[src/rtl/count_ctrl_if.sv]
// ----------------------------------------------------------------------------
// count_ctrl_if
// Bundles the control, adder-feedback and status signals of count_ctrl.
//
// Control protocol: start, stop and load are plain levels sampled on every
// rising clock edge. There is no valid/ready handshake. load beats start/stop
// in the same cycle. stop beats start. sum_in is the combinational adder
// result for the current cnt, and count_ctrl may capture it on any edge.
//
// Signals:
//   start     begin/resume counting (level)
//   stop      pause counting (level)
//   load      synchronous load of load_val into cnt
//   load_val  value written by load
//   sum_in    adder result (cnt + step), bit WIDTH is carry-out
//   cnt       current count, drives the adder A1 operand
//   busy      high while RUN or HOLD
//   done      one-cycle pulse when the terminal count is reached
//   ovf       sticky overflow flag
//
// Modports:
//   master  side that drives control and adder feedback (testbench, parent)
//   slave   count_ctrl itself
// ----------------------------------------------------------------------------
interface count_ctrl_if #(
    parameter int WIDTH = 4
);
    logic             start;
    logic             stop;
    logic             load;
    logic [WIDTH-1:0] load_val;
    logic [WIDTH:0]   sum_in;
    logic [WIDTH-1:0] cnt;
    logic             busy;
    logic             done;
    logic             ovf;

    modport master (
        output start, stop, load, load_val, sum_in,
        input  cnt, busy, done, ovf
    );

    modport slave (
        input  start, stop, load, load_val, sum_in,
        output cnt, busy, done, ovf
    );
endinterface

[src/rtl/count_ctrl.sv]
// ----------------------------------------------------------------------------
// count_ctrl
// Register and control stage that sits directly in front of the 4-bit adder
// in the counter datapath. It holds the count and drives it to the adder. While
// running, it captures the adder sum back on each edge. It also provides
// start/stop/load control, terminal-count detection, a done pulse and a sticky
// overflow flag.
//
// Ports:
//   clk        system clock, rising edge
//   reset      asynchronous, active-low reset
//   bus        count_ctrl_if.slave (start, stop, load, load_val, sum_in in;
//              cnt, busy, done, ovf out)
//   state_dbg  current FSM state (0 IDLE, 1 RUN, 2 HOLD, 3 DONE)
// ----------------------------------------------------------------------------
module count_ctrl #(
    parameter int               WIDTH        = 4,
    parameter logic [WIDTH-1:0] LIMIT        = 4'd9,
    parameter bit               AUTO_RESTART = 1'b0
) (
    input  logic         clk,
    input  logic         reset,
    count_ctrl_if.slave  bus,
    output logic [1:0]   state_dbg
);

    typedef enum logic [1:0] {
        IDLE = 2'd0,
        RUN  = 2'd1,
        HOLD = 2'd2,
        DONE = 2'd3
    } state_t;

    state_t           state, state_nxt;
    logic [WIDTH-1:0] cnt_q, cnt_nxt;
    logic             done_q, done_nxt;
    logic             ovf_q, ovf_nxt;

    // Starting or resuming requires start without stop, because stop wins.
    logic go;
    assign go = bus.start && !bus.stop;

    always_ff @(posedge clk or negedge reset) begin
        if (!reset) begin
            state  <= IDLE;
            cnt_q  <= '0;
            done_q <= 1'b0;
            ovf_q  <= 1'b0;
        end else begin
            state  <= state_nxt;
            cnt_q  <= cnt_nxt;
            done_q <= done_nxt;
            ovf_q  <= ovf_nxt;
        end
    end

    always_comb begin
        state_nxt = state;
        cnt_nxt   = cnt_q;
        done_nxt  = 1'b0;
        ovf_nxt   = ovf_q;

        if (bus.load) begin
            // load overrides start/stop. It only leaves DONE, which is an
            // end state, and returns to IDLE. RUN and HOLD are kept.
            cnt_nxt = bus.load_val;
            ovf_nxt = 1'b0;
            if (state == DONE) begin
                state_nxt = IDLE;
            end
        end else begin
            case (state)
                IDLE: begin
                    if (go) begin
                        state_nxt = RUN;
                    end
                end
                RUN: begin
                    if (bus.stop) begin
                        state_nxt = HOLD;
                    end else if (cnt_q == LIMIT) begin
                        // If LIMIT is 0 with auto-restart, cnt is still at
                        // LIMIT on the cycle while done is high. In that case
                        // this cycle is idle, so done only pulses every other
                        // cycle.
                        if (!done_q) begin
                            done_nxt = 1'b1;
                            cnt_nxt  = '0;
                            if (AUTO_RESTART) begin
                                state_nxt = RUN;
                            end else begin
                                state_nxt = DONE;
                            end
                        end
                    end else if (bus.sum_in[WIDTH]) begin
                        ovf_nxt = 1'b1;
                        cnt_nxt = '0;
                    end else begin
                        cnt_nxt = bus.sum_in[WIDTH-1:0];
                    end
                end
                HOLD: begin
                    if (go) begin
                        state_nxt = RUN;
                    end
                end
                DONE: begin
                    cnt_nxt = '0;
                    if (go) begin
                        state_nxt = RUN;
                    end
                end
                default: begin
                    state_nxt = IDLE;
                end
            endcase
        end
    end

    assign bus.cnt   = cnt_q;
    assign bus.done  = done_q;
    assign bus.ovf   = ovf_q;
    assign bus.busy  = (state == RUN) || (state == HOLD);
    assign state_dbg = state;

endmodule

[src/flat_wrapper.sv]
// flat-port wrapper written by rule: the top's interface ports become plain ports
module count_ctrl_flat 
#(
    parameter int               WIDTH        = 4,
    parameter logic [WIDTH-1:0] LIMIT        = 4'd9,
    parameter bit               AUTO_RESTART = 1'b0
)
  (clk, reset, state_dbg, bus_start, bus_stop, bus_load, bus_load_val, bus_sum_in, bus_cnt, bus_busy, bus_done, bus_ovf);
  count_ctrl_if #(.WIDTH(WIDTH)) bus_i ();
  input  logic clk;
  input  logic reset;
  output logic [1:0] state_dbg;
  input wire logic [$bits(bus_i.start)-1:0] bus_start;
  input wire logic [$bits(bus_i.stop)-1:0] bus_stop;
  input wire logic [$bits(bus_i.load)-1:0] bus_load;
  input wire logic [$bits(bus_i.load_val)-1:0] bus_load_val;
  input wire logic [$bits(bus_i.sum_in)-1:0] bus_sum_in;
  output wire logic [$bits(bus_i.cnt)-1:0] bus_cnt;
  output wire logic [$bits(bus_i.busy)-1:0] bus_busy;
  output wire logic [$bits(bus_i.done)-1:0] bus_done;
  output wire logic [$bits(bus_i.ovf)-1:0] bus_ovf;
  assign bus_i.start = bus_start;
  assign bus_i.stop = bus_stop;
  assign bus_i.load = bus_load;
  assign bus_i.load_val = bus_load_val;
  assign bus_i.sum_in = bus_sum_in;
  assign bus_cnt = bus_i.cnt;
  assign bus_busy = bus_i.busy;
  assign bus_done = bus_i.done;
  assign bus_ovf = bus_i.ovf;
  count_ctrl #(.WIDTH(WIDTH), .LIMIT(LIMIT), .AUTO_RESTART(AUTO_RESTART)) u_core (.clk(clk), .reset(reset), .bus(bus_i), .state_dbg(state_dbg));
endmodule
[config.mk]
export PLATFORM = sky130hd
export DESIGN_NAME = count_ctrl_flat
export DESIGN_NICKNAME = d
export VERILOG_FILES = /design/src/rtl/count_ctrl_if.sv /design/src/rtl/count_ctrl.sv /design/src/flat_wrapper.sv
export SDC_FILE = /design/constraint.sdc
export NUM_CORES = 1
export LEC_CHECK = 0
export CAP_MARGIN = 20
export CELL_PAD_IN_SITES_DETAIL_PLACEMENT = 2
export CELL_PAD_IN_SITES_GLOBAL_PLACEMENT = 2
export CORE_MARGIN = 1.5
export CORE_UTILIZATION = 30
export DETAILED_ROUTE_END_ITERATION = 8
export DONT_BUFFER_PORTS = 1
export PLACE_DENSITY_LB_ADDON = 0.1
export REMOVE_ABC_BUFFERS = 1
export SYNTH_ARGS = -nofsm -noshare
export SYNTH_HDL_FRONTEND = slang
export SYNTH_SLANG_ARGS = --single-unit
export TNS_END_PERCENT = 10
[constraint.sdc]
create_clock -name clk -period 1.5 [get_ports clk]
set_clock_uncertainty 0.2 [all_clocks]
set_input_delay 0.3 -clock clk [delete_from_list [all_inputs] [get_ports clk]]
set_output_delay 0.3 -clock clk [all_outputs]
set_load 0.01 [all_outputs]
==> run metrics <==
DP HPWL=between 1000 and 1500 um; most common cell in the netlist=dfrtp_1; 1st-iter DRT viols=1; Avg Inst Size Synth=between 10 and 15 sq um; RR Startpoint=u_core.state_dbg[1]; dpl cells=71; Final Cycle Share=112%; fin cells=just under 80; Die W=43.1 um; Worst Path Max Fanout=5; Post-synth EDFFs=0; antenna diode count=0; fin. max-slew vios=0; Critical Path Start=u_core.state_dbg[1]; detailed-route wire length per cell=just over 20 um; num rows=14; crit path kind=flip-flop to flip-flop; area share of the largest cell type after synthesis=approximately two fifths; library cells used by synthesis=19; DRC errors left=0; pre-CTS setup slack=-0.247 ns; CTS tree=done; CTS buffer count=3; Starting Density=32.1%; Seq cells post-synth=8; outcome=finished with violations; maxcap violations=0; Hold/Removal Path Class=input pin to flip-flop; hold wc startpoint=bus_load; CTS H-tree lvls=1; Layout area overhead=49.2%; Reg clk slew, reported paths=roughly 0.070 ns; cells after synthesis=44; commonest cells in the netlist=dfrtp_1, a22o_1, nor2_1; Rel. slew slack=around three quarters; Async SR Flop Fraction=between 90% and 100%; Clock Sinks=8; Hold Fails Final Rpt=0; I/O Pins=23; DIE HEIGHT=43.1 um; global-route usage over all layers=20.2%; first-pass GRT wire length=between 2000 and 3000 um; final setup fails=8; initial antenna violation count=0; Core Box Area=roughly 1500 sq um; clock tree buffer depth=2; ys flop type=dfrtp_1; CP Capture Type=flip-flop; vias in the first global route=between 500 and 600; worst hold-check slack=about 0.043 ns; Final Util=between 40% and 50%; largest net degree at the start of global routing=13; min Tclk post-route=about 1.7 ns; RSZ-0062 raised after global routing=yes; die area=between 1500 and 2000 sq um; pwr/cell area=approximately 1600 nW/um^2; ANT nets after route=0; Yosys top cell by area=dfrtp_1; final WL=~1600 um; vias=around 430; Ys Warns=0; largest cells by area after synthesis=dfrtp_1, mux2_4, a22o_1; Peak VDD IR=just over 700 uV; Static Leak=roughly 0.33 nW; GR Overflow Total=0; setup slack after layout=-0.180 ns; Final #Nets=81; ratio of cells with drive above 1 in the final layout=46.0%; post-synthesis sequential area ratio=between 40 and 50%; crit start category=flip-flop; cell area after synthesis=483 sq um; vias per inst=between 5 and 6; CP required=1.43 ns; fillcell total=about 160; latest clock arrival within the worst-skew pair=~0.26 ns; Slew @ Worst Pin=a little under 0.4 ns; Clock Root Buffer=clkbuf_4; Max Fclk=slightly below 600 MHz; PortBufs=0; crit path DAT=~1.6 ns; total power=approximately 1.2 mW; GPL Wtd Cong=between 0.7 and 0.8; DRT Pass-1 Iters=2; failing checks=setup timing
area by class of cell:
type,count,area (sq um),area share [%]
inverter,4,15.0,2.08
tap,16,20.0,2.78
timing repair buffer,17,146,20.3
sequential,8,201,28.0
multi-input combinational,31,315,43.7
clock buffer,3,22.5,3.13
worst max-delay path, cell delays in order, from the launching register on:
cell      delay, ns
dfrtp_1        0.40
inv_1          0.10
ha_4           0.17
nand2b_1       0.10
o221a_4        0.27
mux2_4         0.31
report_power, final:
part           switching [mW]  internal (mW)
Sequential             0.0550          0.282
Combinational           0.293          0.360
Clock                  0.0820         0.0920
path summary, 6_finish.rpt:
check / end / slack [ns] / depth (start not counted)
worst max-delay path: u_core.bus.cnt[2] / -0.18 / 5
worst min-delay path: u_core.state_dbg[0] / 0.04 / 2
worst max register to register: u_core.bus.cnt[2] / -0.18 / 5
worst min register to register: u_core.bus.ovf / 0.41 / 2
max in group asynchronous: u_core.state_dbg[0] / 0.60 / 1
min in group asynchronous: u_core.bus.cnt[1] / 0.19 / 1
stage by stage:
step | cell area, sq um | TNS (ns)
detailed placement | 588 | -1.27
global route | 721 | -1.34
CTS | 709 | -0.952
finish | 721 | -0.870
floorplan | 478 | -1.06
global placement | 588 | -0.972
kinds of logic after synthesis:
group / Yosys count / share of synthesized area, %
adder cells (fa/ha/maj): 2 / 5.18
AO/OA/AOI/OAI: 10 / 17.9
multiplexers: 4 / 12.4
AND/OR/NAND/NOR: 15 / 18.9
buffers and inverters: 5 / 4.14
flip-flops: 8 / 41.5
state kept, by name (all words and copies together), names as in the netlist:
name and cells:
u_core.bus.cnt 4, u_core.state_dbg 2, u_core.bus.ovf 1, u_core.bus.done 1
per-layer routing:
layer / up-vias / share of wire [%] / global-route usage (%)
li1: 202 / - / -
met4: 0 / 0 / 5.45
met2: 11 / 61 / 40.6
met1: 213 / 34 / 19.2
met5: - / 0 / 0
met3: 0 / 4.6 / 5.96
what timing repair did:
| item | 4_1_cts | 5_1_grt |
|---|---|---|
| resized for setup | 10 | 2 |
| hold endpoints to repair | 10 | 0 |
| setup endpoints to repair | 8 | 9 |
| hold buffers | 3 | 0 |
| setup buffers | 2 | 0 |
| pin swaps | 4 | 2 |
placed cells by master (no fill, tap or decap), drive strengths merged:
cell	n
buf	14
dfrtp	8
nor2	5
a22o	5
inv	4
mux2	4
nand2b	3
clkbuf	3
dlygate4sd3	3
nor3	2
ha	2
and4bb	1
nand2	1
nor2b	1
o31a	1
o22a	1
a21oi	1
nor4	1
nand4b	1
o221a	1
a221oi	1
Note: power is estimated with default switching activity, not from simulation.
